**src/rtl/reg_scoreboard_pkg.sv**
```systemverilog
// reg_scoreboard_pkg
//   Shared constants and types for the register scoreboard.
//   NREG   : number of architectural registers
//   IDX_W  : register index width
//   slot_st_t : issue-slot state encoding (ST_EMPTY / ST_FULL)
package reg_scoreboard_pkg;
   localparam int NREG  = 32;
   localparam int IDX_W = 5;

   typedef enum logic {
      ST_EMPTY = 1'b0,
      ST_FULL  = 1'b1
   } slot_st_t;
endpackage

```
**src/rtl/reg_pend_counter.sv**
```systemverilog
// reg_pend_counter
//   Pending-write counter for one architectural register.
//   Ports:
//     clk, rst      : clock, async active-low reset
//     inc           : a new writer of this register issued
//     dec_a, dec_b  : writeback acks (EX, MA) for this register
//     cnt           : outstanding writes
//     err           : sticky, set when the net update would go below zero
module reg_pend_counter #(
   parameter int CNT_W = 2
) (
   input  logic             clk,
   input  logic             rst,
   input  logic             inc,
   input  logic             dec_a,
   input  logic             dec_b,
   output logic [CNT_W-1:0] cnt,
   output logic             err
);

   // Two extra bits: one for the +1 headroom, one for the sign.
   logic signed [CNT_W+1:0] net;
   logic                    under;

   always_comb begin
      net = $signed({2'b00, cnt})
          + $signed({{(CNT_W+1){1'b0}}, inc})
          - $signed({{(CNT_W+1){1'b0}}, dec_a})
          - $signed({{(CNT_W+1){1'b0}}, dec_b});
      under = net[CNT_W+1];
   end

   always_ff @(posedge clk or negedge rst) begin
      if (!rst) begin
         cnt <= '0;
         err <= 1'b0;
      end else if (under) begin
         cnt <= '0;
         err <= 1'b1;
      end else begin
         cnt <= net[CNT_W-1:0];
      end
   end

endmodule

```
**src/rtl/reg_scoreboard.sv**
```systemverilog
// reg_scoreboard
//   Hazard controller between decode and EX/MA. Tracks outstanding writes
//   per register, keeps a shadow of the latest written values, forwards
//   same-cycle writebacks, and holds one registered issue slot toward EX.
//   Ports:
//     clk, rst                         : clock, async active-low reset
//     issue_valid/issue_ready          : decoder handshake
//     rs1/rs2_idx, rs1/rs2_used        : source operands
//     rd_idx, wb_e                     : destination and write enable
//     out_valid/out_ready              : issue slot handshake toward EX
//     out_rs1_val, out_rs2_val, out_rd : slot contents
//     ex_/ma_ack, _idx, _val           : writeback-done pulses
//     stall_cycles                     : saturating stall counter
//     err_underflow                    : sticky ack-without-pending flag
//
//   Slot FSM
//   state    | meaning
//   ST_EMPTY | no operands held for EX
//   ST_FULL  | operands held, out_valid asserted until EX takes them
module reg_scoreboard
   import reg_scoreboard_pkg::*;
#(
   parameter int REG_SZ = 32,
   parameter int NREG   = 32,
   parameter int CNT_W  = 2
) (
   input  logic              clk,
   input  logic              rst,
   input  logic              issue_valid,
   output logic              issue_ready,
   input  logic [IDX_W-1:0]  rs1_idx,
   input  logic [IDX_W-1:0]  rs2_idx,
   input  logic              rs1_used,
   input  logic              rs2_used,
   input  logic [IDX_W-1:0]  rd_idx,
   input  logic              wb_e,
   output logic              out_valid,
   input  logic              out_ready,
   output logic [REG_SZ-1:0] out_rs1_val,
   output logic [REG_SZ-1:0] out_rs2_val,
   output logic [IDX_W-1:0]  out_rd,
   input  logic              ex_ack,
   input  logic              ma_ack,
   input  logic [IDX_W-1:0]  ex_idx,
   input  logic [IDX_W-1:0]  ma_idx,
   input  logic [REG_SZ-1:0] ex_val,
   input  logic [REG_SZ-1:0] ma_val,
   output logic [31:0]       stall_cycles,
   output logic              err_underflow
);

   logic [CNT_W-1:0]  pend_cnt [NREG];
   logic [NREG-1:0]   cnt_err;
   logic [REG_SZ-1:0] shadow   [NREG];

   slot_st_t state_q, state_d;
   logic     fire;
   logic     slot_free;

   // x0 has no counter: it is never pending and never flags underflow.
   for (genvar r = 0; r < NREG; r++) begin : g_cnt
      if (r == 0) begin : g_x0
         assign pend_cnt[r] = '0;
         assign cnt_err[r]  = 1'b0;
      end else begin : g_reg
         reg_pend_counter #(.CNT_W(CNT_W)) u_cnt (
            .clk   (clk),
            .rst   (rst),
            .inc   (fire && wb_e && (rd_idx == IDX_W'(r))),
            .dec_a (ex_ack && (ex_idx == IDX_W'(r))),
            .dec_b (ma_ack && (ma_idx == IDX_W'(r))),
            .cnt   (pend_cnt[r]),
            .err   (cnt_err[r])
         );
      end
   end

   assign err_underflow = |cnt_err;

   // Source resolution and forwarding. A same-cycle ack only resolves the
   // last outstanding write; with two in flight the ack may be the older one.
   logic              ex_hit1, ma_hit1, ex_hit2, ma_hit2;
   logic              rs1_ok, rs2_ok, rd_ok;
   logic [REG_SZ-1:0] rs1_fwd, rs2_fwd;

   always_comb begin
      ex_hit1 = ex_ack && (ex_idx == rs1_idx);
      ma_hit1 = ma_ack && (ma_idx == rs1_idx);
      ex_hit2 = ex_ack && (ex_idx == rs2_idx);
      ma_hit2 = ma_ack && (ma_idx == rs2_idx);

      rs1_ok = !rs1_used || (rs1_idx == '0) || (pend_cnt[rs1_idx] == '0) ||
               ((pend_cnt[rs1_idx] == CNT_W'(1)) && (ex_hit1 || ma_hit1));
      rs2_ok = !rs2_used || (rs2_idx == '0) || (pend_cnt[rs2_idx] == '0) ||
               ((pend_cnt[rs2_idx] == CNT_W'(1)) && (ex_hit2 || ma_hit2));
      rd_ok  = !wb_e || (rd_idx == '0) || (pend_cnt[rd_idx] != {CNT_W{1'b1}});

      // EX holds the younger producer, so it wins over MA.
      if (rs1_idx == '0)  rs1_fwd = '0;
      else if (ex_hit1)   rs1_fwd = ex_val;
      else if (ma_hit1)   rs1_fwd = ma_val;
      else                rs1_fwd = shadow[rs1_idx];

      if (rs2_idx == '0)  rs2_fwd = '0;
      else if (ex_hit2)   rs2_fwd = ex_val;
      else if (ma_hit2)   rs2_fwd = ma_val;
      else                rs2_fwd = shadow[rs2_idx];
   end

   assign issue_ready = rs1_ok && rs2_ok && rd_ok && slot_free;
   assign fire        = issue_valid && issue_ready;

   // Slot FSM: state register
   always_ff @(posedge clk or negedge rst) begin
      if (!rst) state_q <= ST_EMPTY;
      else      state_q <= state_d;
   end

   // Slot FSM: next state
   always_comb begin
      state_d = state_q;
      case (state_q)
         ST_EMPTY: if (fire)                state_d = ST_FULL;
         ST_FULL:  if (out_ready && !fire)  state_d = ST_EMPTY;
         default:                           state_d = ST_EMPTY;
      endcase
   end

   // Slot FSM: outputs
   always_comb begin
      out_valid = (state_q == ST_FULL);
      slot_free = !out_valid || out_ready;
   end

   always_ff @(posedge clk or negedge rst) begin
      if (!rst) begin
         out_rs1_val <= '0;
         out_rs2_val <= '0;
         out_rd      <= '0;
      end else if (fire) begin
         out_rs1_val <= rs1_fwd;
         out_rs2_val <= rs2_fwd;
         out_rd      <= rd_idx;
      end
   end

   // MA first, then EX, so EX lands last when both target one register.
   always_ff @(posedge clk or negedge rst) begin
      if (!rst) begin
         for (int i = 0; i < NREG; i++) shadow[i] <= '0;
      end else begin
         if (ma_ack && (ma_idx != '0)) shadow[ma_idx] <= ma_val;
         if (ex_ack && (ex_idx != '0)) shadow[ex_idx] <= ex_val;
      end
   end

   always_ff @(posedge clk or negedge rst) begin
      if (!rst)
         stall_cycles <= '0;
      else if (issue_valid && !issue_ready && (stall_cycles != '1))
         stall_cycles <= stall_cycles + 32'd1;
   end

endmodule

```
**config.mk**
```make
export PLATFORM = sky130hd
export DESIGN_NAME = reg_scoreboard
export DESIGN_NICKNAME = d
export VERILOG_FILES = /design/src/rtl/reg_scoreboard_pkg.sv /design/src/rtl/reg_pend_counter.sv /design/src/rtl/reg_scoreboard.sv
export SDC_FILE = /design/constraint.sdc
export NUM_CORES = 2
export LEC_CHECK = 0
export BUFFER_PORTS_ARGS = -buffer_cell sky130_fd_sc_hd__buf_2
export CELL_PAD_IN_SITES_DETAIL_PLACEMENT = 1
export CELL_PAD_IN_SITES_GLOBAL_PLACEMENT = 1
export CORE_UTILIZATION = 30
export CTS_BUF_LIST = sky130_fd_sc_hd__clkbuf_16
export CTS_CLUSTER_SIZE = 10
export DETAILED_ROUTE_END_ITERATION = 16
export GPL_TIMING_DRIVEN = 0
export PLACE_DENSITY = 0.55
export SYNTH_ARGS = -nofsm -noshare
export SYNTH_HDL_FRONTEND = slang
export SYNTH_SLANG_ARGS = --single-unit
```
**constraint.sdc**
```tcl
create_clock -name clk -period 11.45 [get_ports clk]
set_input_delay 0.5725 -clock clk [delete_from_list [all_inputs] [get_ports clk]]
set_output_delay 0.5725 -clock clk [all_outputs]
set_load 0.01 [all_outputs]
```
==> metrics.cfg <==
[placement]
io_buffer_count = 129
dpl.hpwl_um = 324000
gp_congestion = 1.03

[grt]
overflow = 0
grt_pass1_vias = 68100
grt_max_degree = 145
antenna_found_initial = 34
grt_pass1_wl_um = 605000
track_usage = 0.356

[layout]
drive_above_1_share = 0.179
fin_nets = 7595
mostFrequentLayoutCell = dfrtp_1
final_cell_mix = dfrtp_1, nand2_1, mux2i_1
area_growth_pct = 14.1
nFillCells = 27400

[worst_setup_path]
r2r_start = g_cnt[15].g_reg.u_cnt.cnt[1]
cp.arrival_ns = 7.03
start_kind = input pin
end_kind = flip-flop
worstSetupPathType = input pin to flip-flop
cp.required_ns = 12.18
rr_endpoint = g_cnt[8].g_reg.u_cnt.err
worst-path-max-fanout = 10
reg2reg_depth = 15
ff2ff_setup_slack_ns = 6.37

[power]
internal_power_mw = 10.2
sw_frac_of_total = 0.347
leakage_nw = 34.7
worst_ir_drop_vdd_v = 0.000173
power.switching_mw = 5.44
finalPower_mw = 15.7
powerDensity_mw_per_mm2 = 184
combPwrFrac = 0.278
seqPwrFrac = 0.414
pwr-share-clk = 0.308

[cts]
post_cts_resized = 0
insertion_delay_ns = 0.87
path_clk_slew_ns = 0.06
cts-root-buf = clkbuf_16
ctsLongestPathBuffers = 3
cts_tree = done
clock-sinks = 1219
post_cts_buffers = 0
hold_buffers = 1
cts_buffers = 154
htreeDepth = 4

[synthesis]
synth-seq-cells = 1219
synth_top_family_by_area = multiplexers
synth_async_sr_flop_share = 1.00
avgSynthCellArea_um2 = 10.6
synth-compound-area-share = 0.0876
synthAdderAreaFrac = 0.0189
seq_area_frac_synth = 0.408
syn-num-nets = 7269
synthSimpleGateAreaFrac = 0.114
synth-main-ff-cell = dfrtp_1
synthMuxAreaShare = 0.317
synth_warnings = 0
ys_types = 56
synthXorXnorAreaFrac = 0.00598
netlist_area_mm2 = 0.0747
synth_enable_flop_cells = 0
syn_inst = 7077

[hold_path]
min_path_type = input pin to flip-flop
hp-start = rd_idx[4]
hold_end = out_rd[4]
hold_depth = 2

[route]
drt-pass1-iter-count = 8
vias_per_cell = 6.33
wirelength_um = 452000
dr_total_vias = 68600
drt_first_iter_violations = 9799
antenna_left = 0
wl_per_cell_um = 41.7
drc = 0

[sta]
max_freq_mhz = 159
period_share = 0.550
setup_viol = 0
fin_skew_ns = 0.0332
layout_min_cycle_time_ns = 6.30
slew_headroom = -0.130
finalHoldViolations = 0
grt_setup_unrepaired = no
drv_slew = 467
setup-tns-final_ns = 0
worst_pin_slew_ns = 1.69

[floorplanning]
core_area_mm2 = 0.247
die_y_um = 501
die_x_um = 501
num_io_pins = 202
dieArea_mm2 = 0.251
row_count = 182
initial_core_util = 0.303

[outcome]
status = complete, but fails checks
violations = capacitance limit, slew limit

[run]
maxCapViolations = 50

[metrics by stage]
stage | util | cells | setup WS, ns | area, um^2 | hold WS [ns]
after CTS | 0.345 | 10800 | 5.44 | 85000 | 0.0700
after detailed placement | 0.326 | 10600 | 4.58 | 80400 | 0.452
after global routing | 0.345 | 10800 | 5.19 | 85100 | 0.101
after global placement | 0.322 | 10500 | -20.31 | 79500 | 0.446
final | 0.345 | 10800 | 5.15 | 85200 | 0.107
after floorplan | - | 7077 | 7.15 | 74700 | 0.277
[worst max path at each step]
stage                                    end       start  slack, ns  depth (start not counted)
floorplan           g_cnt[8].g_reg.u_cnt.err  rs1_idx[0]       7.15                         15
global route        g_cnt[7].g_reg.u_cnt.err  rs1_idx[1]       5.19                         18
detailed placement  g_cnt[7].g_reg.u_cnt.err  rs2_idx[3]       4.58                         17
CTS                 g_cnt[7].g_reg.u_cnt.err  rs2_idx[3]       5.44                         17
finish              g_cnt[8].g_reg.u_cnt.err  rs2_idx[3]       5.15                         17
global placement             out_rs1_val[18]         rst     -20.31                          1
[critical path, cell delays in order]
cell and delay [ns]:
buf_2 0.22, clkbuf_1 1.10, clkinv_1 0.66, clkbuf_1 0.74, o22ai_1 0.49, o2111ai_1 0.25, nor4_4 0.21, buf_6 0.23
buf_8 0.20, buf_2 0.45, nand2_1 0.46, nor2_1 0.26, ha_1 0.14, inv_1 0.05, fa_1 0.47, nor3b_1 0.20
or2_2 0.27
[state kept, by name, summed over array words and instances, names as in the netlist]
| register | flops |
|---|---|
| out_rd | 5 |
| out_rs2_val | 32 |
| g_cnt.g_reg.u_cnt.err | 31 |
| g_cnt.g_reg.u_cnt.cnt | 62 |
| out_valid | 1 |
| out_rs1_val | 32 |
| stall_cycles | 32 |
| shadow | 1024 |
[cell families after synthesis]
family,Yosys count
AND/OR/NAND/NOR,2097
AO/OA/AOI/OAI,1158
buffers and inverters,943
multiplexers,1515
flip-flops,1219
adder cells (fa/ha/maj),94
XOR/XNOR,51
[synthesized netlist by cell type (all sizes together), types with 4 or more instances]
cell type | n | share of area
a21oi | 302 | 0.020
a222oi | 32 | 0.0043
a31oi | 282 | 0.024
a32oi | 4 | 0.00047
and2 | 5 | 0.00042
and3 | 10 | 0.00084
buf | 178 | 0.0099
clkbuf | 675 | 0.034
dfrtp | 1219 | 0.41
fa | 31 | 0.0083
ha | 63 | 0.011
inv | 89 | 0.0045
mux2 | 88 | 0.013
mux2i | 758 | 0.10
mux4 | 669 | 0.20
nand2 | 1149 | 0.058
nand2b | 13 | 0.0011
nand3 | 63 | 0.0042
nand4 | 11 | 0.00092
nor2 | 680 | 0.034
nor2b | 17 | 0.0014
nor3 | 36 | 0.0024
nor3b | 35 | 0.0035
nor4 | 24 | 0.0022
nor4b | 5 | 0.00059
o211ai | 5 | 0.00050
o21ai | 478 | 0.032
o221ai | 32 | 0.0038
or2 | 36 | 0.0030
xnor2 | 5 | 0.00059
xor2 | 46 | 0.0054
[final cells by class]
type                       instances  area [um^2]  area share
antenna                           24         60.1    0.000705
buffer                           853         3450      0.0405
clock buffer                     156         3900      0.0458
clock inverter                    98          711     0.00834
inverter                          90          338     0.00397
multi-input combinational       4915        40600       0.476
sequential                      1219        30500       0.358
tap                             3312         4140      0.0487
timing repair buffer             170         1480      0.0174
[power groups by stage]
stage	registers (mW)	logic, mW	clock network (mW)
2_1_floorplan	6.20	2.81	0
3_3_place_gp	6.43	4.15	0
3_5_place_dp	6.50	4.30	0
4_1_cts	6.45	4.31	4.82
5_1_grt	6.62	4.61	4.96
6_report	6.50	4.36	4.82
[metal layers]
layer / wire, um / global-route usage
met1: 177000 / 0.463
met3: 52200 / 0.113
met4: 38500 / 0.258
met2: 184000 / 0.494
met5: 83 / 0
Note: power is estimated with default switching activity, not from simulation.
